**config.mk**
```make
export PLATFORM = sky130hd
export DESIGN_NAME = mem_arbiter
export DESIGN_NICKNAME = d
export VERILOG_FILES = /design/src/rtl/mem_arbiter.sv
export SDC_FILE = /design/constraint.sdc
export NUM_CORES = 1
export LEC_CHECK = 0
export BUFFER_PORTS_ARGS = -buffer_cell sky130_fd_sc_hd__buf_2
export CAP_MARGIN = 20
export CORE_AREA = 2 2 97 99
export DETAILED_ROUTE_END_ITERATION = 10
export DIE_AREA = 0 0 99 101
export PLACE_DENSITY = 0.73
export SLEW_MARGIN = 10
export SYNTH_ARGS = -nofsm -noshare
export SYNTH_HDL_FRONTEND = slang
export SYNTH_SLANG_ARGS = --single-unit
```
**constraint.sdc**
```tcl
create_clock -name clk -period 3 [get_ports clk]
set_input_delay 0 -clock clk [delete_from_list [all_inputs] [get_ports clk]]
set_output_delay 0 -clock clk [all_outputs]
set_load 0.005 [all_outputs]
```
**src/rtl/mem_arbiter.sv**
```systemverilog
// Two-port (instruction fetch / load-store) arbiter for a single-port synchronous word RAM.
// Optional MEM_ARB_ROUND_ROBIN_EN: round-robin tie-break in IDLE instead of fixed D priority.
module mem_arbiter #(
    parameter int ADDR_WIDTH = 8
) (
    input  logic                  clk,
    input  logic                  reset,
    input  logic                  i_req,
    input  logic [31:0]           i_addr,
    output logic [31:0]           i_rdata,
    output logic                  i_ack,
    input  logic                  d_req,
    input  logic [3:0]            d_wmask,
    input  logic [31:0]           d_addr,
    input  logic [31:0]           d_wdata,
    output logic [31:0]           d_rdata,
    output logic                  d_ack,
    output logic                  mem_en,
    output logic [3:0]            mem_wmask,
    output logic [ADDR_WIDTH-1:0] mem_addr,
    output logic [31:0]           mem_wdata,
    input  logic [31:0]           mem_rdata
);

    typedef enum logic [1:0] {
        IDLE  = 2'd0,
        ISSUE = 2'd1,
        RESP  = 2'd2
    } state_t;

    typedef enum logic {
        GRANT_I = 1'b0,
        GRANT_D = 1'b1
    } port_t;

    state_t      state_q, state_d;
    port_t       grant_q, grant_d;
    port_t       last_q, last_d;
    logic [31:0] i_rdata_q, i_rdata_d;
    logic [31:0] d_rdata_q, d_rdata_d;
    logic        d_write_q, d_write_d;
    port_t       tie_winner;

    // Byte offset and bits above the RAM size are intentionally dropped (aliasing).
    logic addr_unused;
    assign addr_unused = ^{i_addr[31:ADDR_WIDTH+2], i_addr[1:0],
                           d_addr[31:ADDR_WIDTH+2], d_addr[1:0]};

`ifdef MEM_ARB_ROUND_ROBIN_EN
    assign tie_winner = (last_q == GRANT_I) ? GRANT_D : GRANT_I;
`else
    assign tie_winner = GRANT_D;
`endif

    always_ff @(posedge clk or posedge reset) begin
        if (reset) begin
            state_q   <= IDLE;
            grant_q   <= GRANT_I;
            last_q    <= GRANT_I;
            i_rdata_q <= '0;
            d_rdata_q <= '0;
            d_write_q <= 1'b0;
        end else begin
            state_q   <= state_d;
            grant_q   <= grant_d;
            last_q    <= last_d;
            i_rdata_q <= i_rdata_d;
            d_rdata_q <= d_rdata_d;
            d_write_q <= d_write_d;
        end
    end

    always_comb begin
        state_d   = state_q;
        grant_d   = grant_q;
        last_d    = last_q;
        i_rdata_d = i_rdata_q;
        d_rdata_d = d_rdata_q;
        d_write_d = d_write_q;
        mem_en    = 1'b0;
        mem_wmask = 4'b0000;
        mem_addr  = '0;
        mem_wdata = '0;
        i_ack     = 1'b0;
        d_ack     = 1'b0;
        i_rdata   = i_rdata_q;
        d_rdata   = d_rdata_q;

        case (state_q)
            IDLE: begin
                if (i_req && d_req) begin
                    grant_d = tie_winner;
                    state_d = ISSUE;
                end else if (d_req) begin
                    grant_d = GRANT_D;
                    state_d = ISSUE;
                end else if (i_req) begin
                    grant_d = GRANT_I;
                    state_d = ISSUE;
                end
            end

            ISSUE: begin
                mem_en = 1'b1;
                if (grant_q == GRANT_D) begin
                    mem_addr  = d_addr[ADDR_WIDTH+1:2];
                    mem_wmask = d_wmask;
                    mem_wdata = d_wdata;
                    d_write_d = |d_wmask;
                end else begin
                    mem_addr  = i_addr[ADDR_WIDTH+1:2];
                    d_write_d = 1'b0;
                end
                state_d = RESP;
            end

            RESP: begin
                last_d = grant_q;
                // The served port still holds req here, so only the other port is considered.
                if (grant_q == GRANT_I) begin
                    i_ack     = 1'b1;
                    i_rdata   = mem_rdata;
                    i_rdata_d = mem_rdata;
                    if (d_req) begin
                        grant_d = GRANT_D;
                        state_d = ISSUE;
                    end else begin
                        state_d = IDLE;
                    end
                end else begin
                    d_ack = 1'b1;
                    if (!d_write_q) begin
                        d_rdata   = mem_rdata;
                        d_rdata_d = mem_rdata;
                    end
                    if (i_req) begin
                        grant_d = GRANT_I;
                        state_d = ISSUE;
                    end else begin
                        state_d = IDLE;
                    end
                end
            end

            default: state_d = IDLE;
        endcase
    end

endmodule

```
==> flow_summary_export.csv <==
group,metric,value,unit
synthesis,synth.avg_cell_area,14.3,sq um
timing,drv_slew,0,
die,start_util,0.348,
setup_path,reg2reg_depth,5,
pwr,p_leak,0.00264,uW
setup_path,end_kind,"primary output",
synthesis,synthArstFlopShare,1.00,
final_layout,antenna_cells,0,
final_layout,fin_nets,590,
timing,worst_slew_pin_slew,0.836,ns
timing,setup_tns,0,ns
timing,fin_crit,2.30,ns
setup_path,regToRegEndpoint,"d_rdata_q[0]",
detailed_routing,viasPerCell,4.53,
synthesis,ys_ff_latch,68,
setup_path,path_class,"reg2out",
die,dieWidth,99,um
clock_tree,htree_levels,3,
die,fp.dieH,101,um
die,coreArea,0.00898,sq mm
detailed_routing,ant_nets,0,
timing,finalHoldViolCount,0,
clock_tree,path_clk_slew,0.07,ns
timing,skew,0.00975,ns
clock_tree,clock-sinks,68,
timing,max_freq,434,MHz
final_layout,layout-drive-gt1-share,0.623,
die,rows,35,
min_path,min_delay_path_depth,3,
placement,pre_cts_ws,1.03,ns
timing,rsz0062_at_grt,"false",
placement,port_buffers,198,
setup_path,r2r_slack,1.05,ns
synthesis,synth_seq_area_share,0.544,
clock_tree,cts_setup_buffers,0,
setup_path,critPathSlowestCell,"mux2_2",
detailed_routing,drt-initial-drc-count,74,
grt,grt_use_total,0.156,
clock_tree,cts.repair.resized,0,
final_layout,syn2layout_area_growth,52.3,%
synthesis,syn_inst,219,
detailed_routing,drt_pass1_iterations,4,
detailed_routing,wirelength,7880,um
min_path,hold_path_class,"in2out",
setup_path,crit_chain,"buf_4 -> and3b_1 -> nor2b_4 -> buf_4 -> mux2_2 -> buf_2",
placement,post-dp-hpwl,5490,um
timing,min_period_over_period,0.768,
clock_tree,cts_root_buf,"clkbuf_8",
pwr,power_density,960,mW/mm^2
die,ioPinCount,247,
setup_path,crit_fanout,51,
clock_tree,cts_buffer_depth,2,
final_layout,design_area,0.00476,sq mm
setup_path,cp.required,3.00,ns
synthesis,syn-num-nets,355,
grt,grt_start_max_net_pins,69,
placement,place.gp.congestion,0.833,
pwr,peakVddDrop,0.409,mV
setup_path,r2r_start,"grant_q",
grt,grt_pass1_vias,2537,
clock_tree,clk_latency,0.34,ns
timing,relSlewSlack,0.442,
synthesis,ys_types,21,
run_status,status,"complete, no violations",
setup_path,path_buf_inv,3,
setup_path,arrival,2.30,ns
min_path,min_delay_worst_endpoint,"mem_wdata[20]",
grt,overflow,0,
setup_path,slowest_delay,0.39,ns
setup_path,startpoint_type,"flop",
detailed_routing,drc_errors,0,
placement,place_area,0.00416,sq mm
timing,fin_ws,0.697,ns
setup_path,cp_top_family,"buffers and inverters",
min_path,worstHoldStart,"d_wdata[20]",
clock_tree,cts_made_buffers,9,
clock_tree,cts_tree,"yes",
synthesis,synth_ff_type,"dfrtp_1",
grt,antenna_found_initial,0,
die,dieArea,0.0100,sq mm
timing,setup_viol,0,
synthesis,ys_warn_count,0,
detailed_routing,wl_per_cell,13.8,um
synthesis,synth_edf_count,0,
setup_path,cp_common_cell,"buf_4",
detailed_routing,vias,2584,
job,maxCapViolCount,0,
synthesis,syn_area,0.00313,sq mm
grt,grt_pass1_wl,12200,um
-- sequential cells by signal (all words and copies together) (netlist names) --
register / flops
d_rdata_q: 32
d_write_q: 1
grant_q: 1
i_rdata_q: 32
state_q: 2
-- timing repair --
action | CTS | global route
hold endpoints to repair | 135 | 0
endpoints found under the setup margin | 0 | 0
hold buffers | 38 | 0
-- cells in the mapped netlist (all sizes together), types with 2 or more instances --
cell,count,area share
dfrtp,68,0.54
mux2,64,0.27
and3,36,0.072
buf,9,0.035
mux2i,9,0.029
clkbuf,8,0.0096
nor2,8,0.0096
inv,4,0.0048
nand2,3,0.0036
nand2b,2,0.0040
o21ai,2,0.0032
-- cell usage in the layout (no fill, tap or decap) --
| master | count |
|---|---|
| a21oi_1 | 1 |
| inv_6 | 1 |
| a311oi_1 | 1 |
| inv_1 | 3 |
| mux2_2 | 34 |
| nor2b_4 | 1 |
| clkinvlp_4 | 1 |
| nand2b_1 | 2 |
| clkinv_4 | 2 |
| bufinv_16 | 2 |
| clkbuf_8 | 9 |
| o21ai_0 | 2 |
| nand2_1 | 3 |
| o41ai_1 | 1 |
| and3_1 | 36 |
| dlygate4sd3_1 | 38 |
| mux2i_1 | 9 |
| and3b_1 | 1 |
| buf_2 | 198 |
| nor2_1 | 8 |
| dfrtp_1 | 68 |
| inv_2 | 1 |
| mux2_4 | 30 |
| clkinv_2 | 1 |
| nor3b_4 | 1 |
| buf_4 | 5 |
-- final cells by class --
type,count,area [sq um]
timing repair buffer,241,1410
fill,754,4210
multi-input combinational,130,1280
clock inverter,7,98.8
clock buffer,9,124
sequential,68,1700
inverter,4,15.0
tap,111,139
-- logic make-up (layout without fill, tap and decap cells) --
kind of cell | count (synthesis) | count (layout) | synth area share
and+or+nand+nor | 52 | 52 | 0.100
muxes | 73 | 73 | 0.295
DFF | 68 | 68 | 0.544
AOI/OAI and AO/OA | 5 | 5 | 0.0104
buffers and inverters | 21 | 261 | 0.0496
-- where the power goes --
| part | switching (uW) | internal [uW] |
|---|---|---|
| combinational | 968 | 1250 |
| clock | 360 | 472 |
| sequential | 144 | 1380 |
-- through the flow --
stage / hold slack [ns] / std cells / total power (uW) / utilization
2_1_floorplan: 0.105 / 219 / 2860 / -
3_3_place_gp: 0.217 / 516 / 3640 / 0.463
3_5_place_dp: 0.224 / 516 / 3730 / 0.463
4_1_cts: 0.299 / 570 / 4650 / 0.531
5_1_grt: 0.309 / 570 / 4940 / 0.531
6_report: 0.298 / 570 / 4570 / 0.531
-- metal layers --
layer / share of wire / global-route usage
met1: 0.40 / 0.185
met2: 0.52 / 0.272
met3: 0.073 / 0.0472
met4: 0.0094 / 0.0443
met5: 0 / 0
-- worst register-to-register path, stage by stage (launching register included) --
cell and delay, ns:
dfrtp_1 0.32, buf_4 0.38, and3b_1 0.27, nor2b_4 0.16, buf_4 0.31, mux2_2 0.40
-- worst max path at each step --
stage / from / end / slack (ns) / cells after the start
3_5_place_dp: grant_q / d_rdata[0] / 1.03 / 6
2_1_floorplan: reset / d_rdata_q[0] / 1.29 / 1
6_report: grant_q / d_rdata[0] / 0.70 / 6
3_3_place_gp: grant_q / d_rdata[31] / 1.05 / 6
5_1_grt: grant_q / d_rdata[0] / 0.51 / 6
4_1_cts: grant_q / d_rdata[0] / 0.65 / 6
No activity file was read; power rests on OpenSTA's default activity.
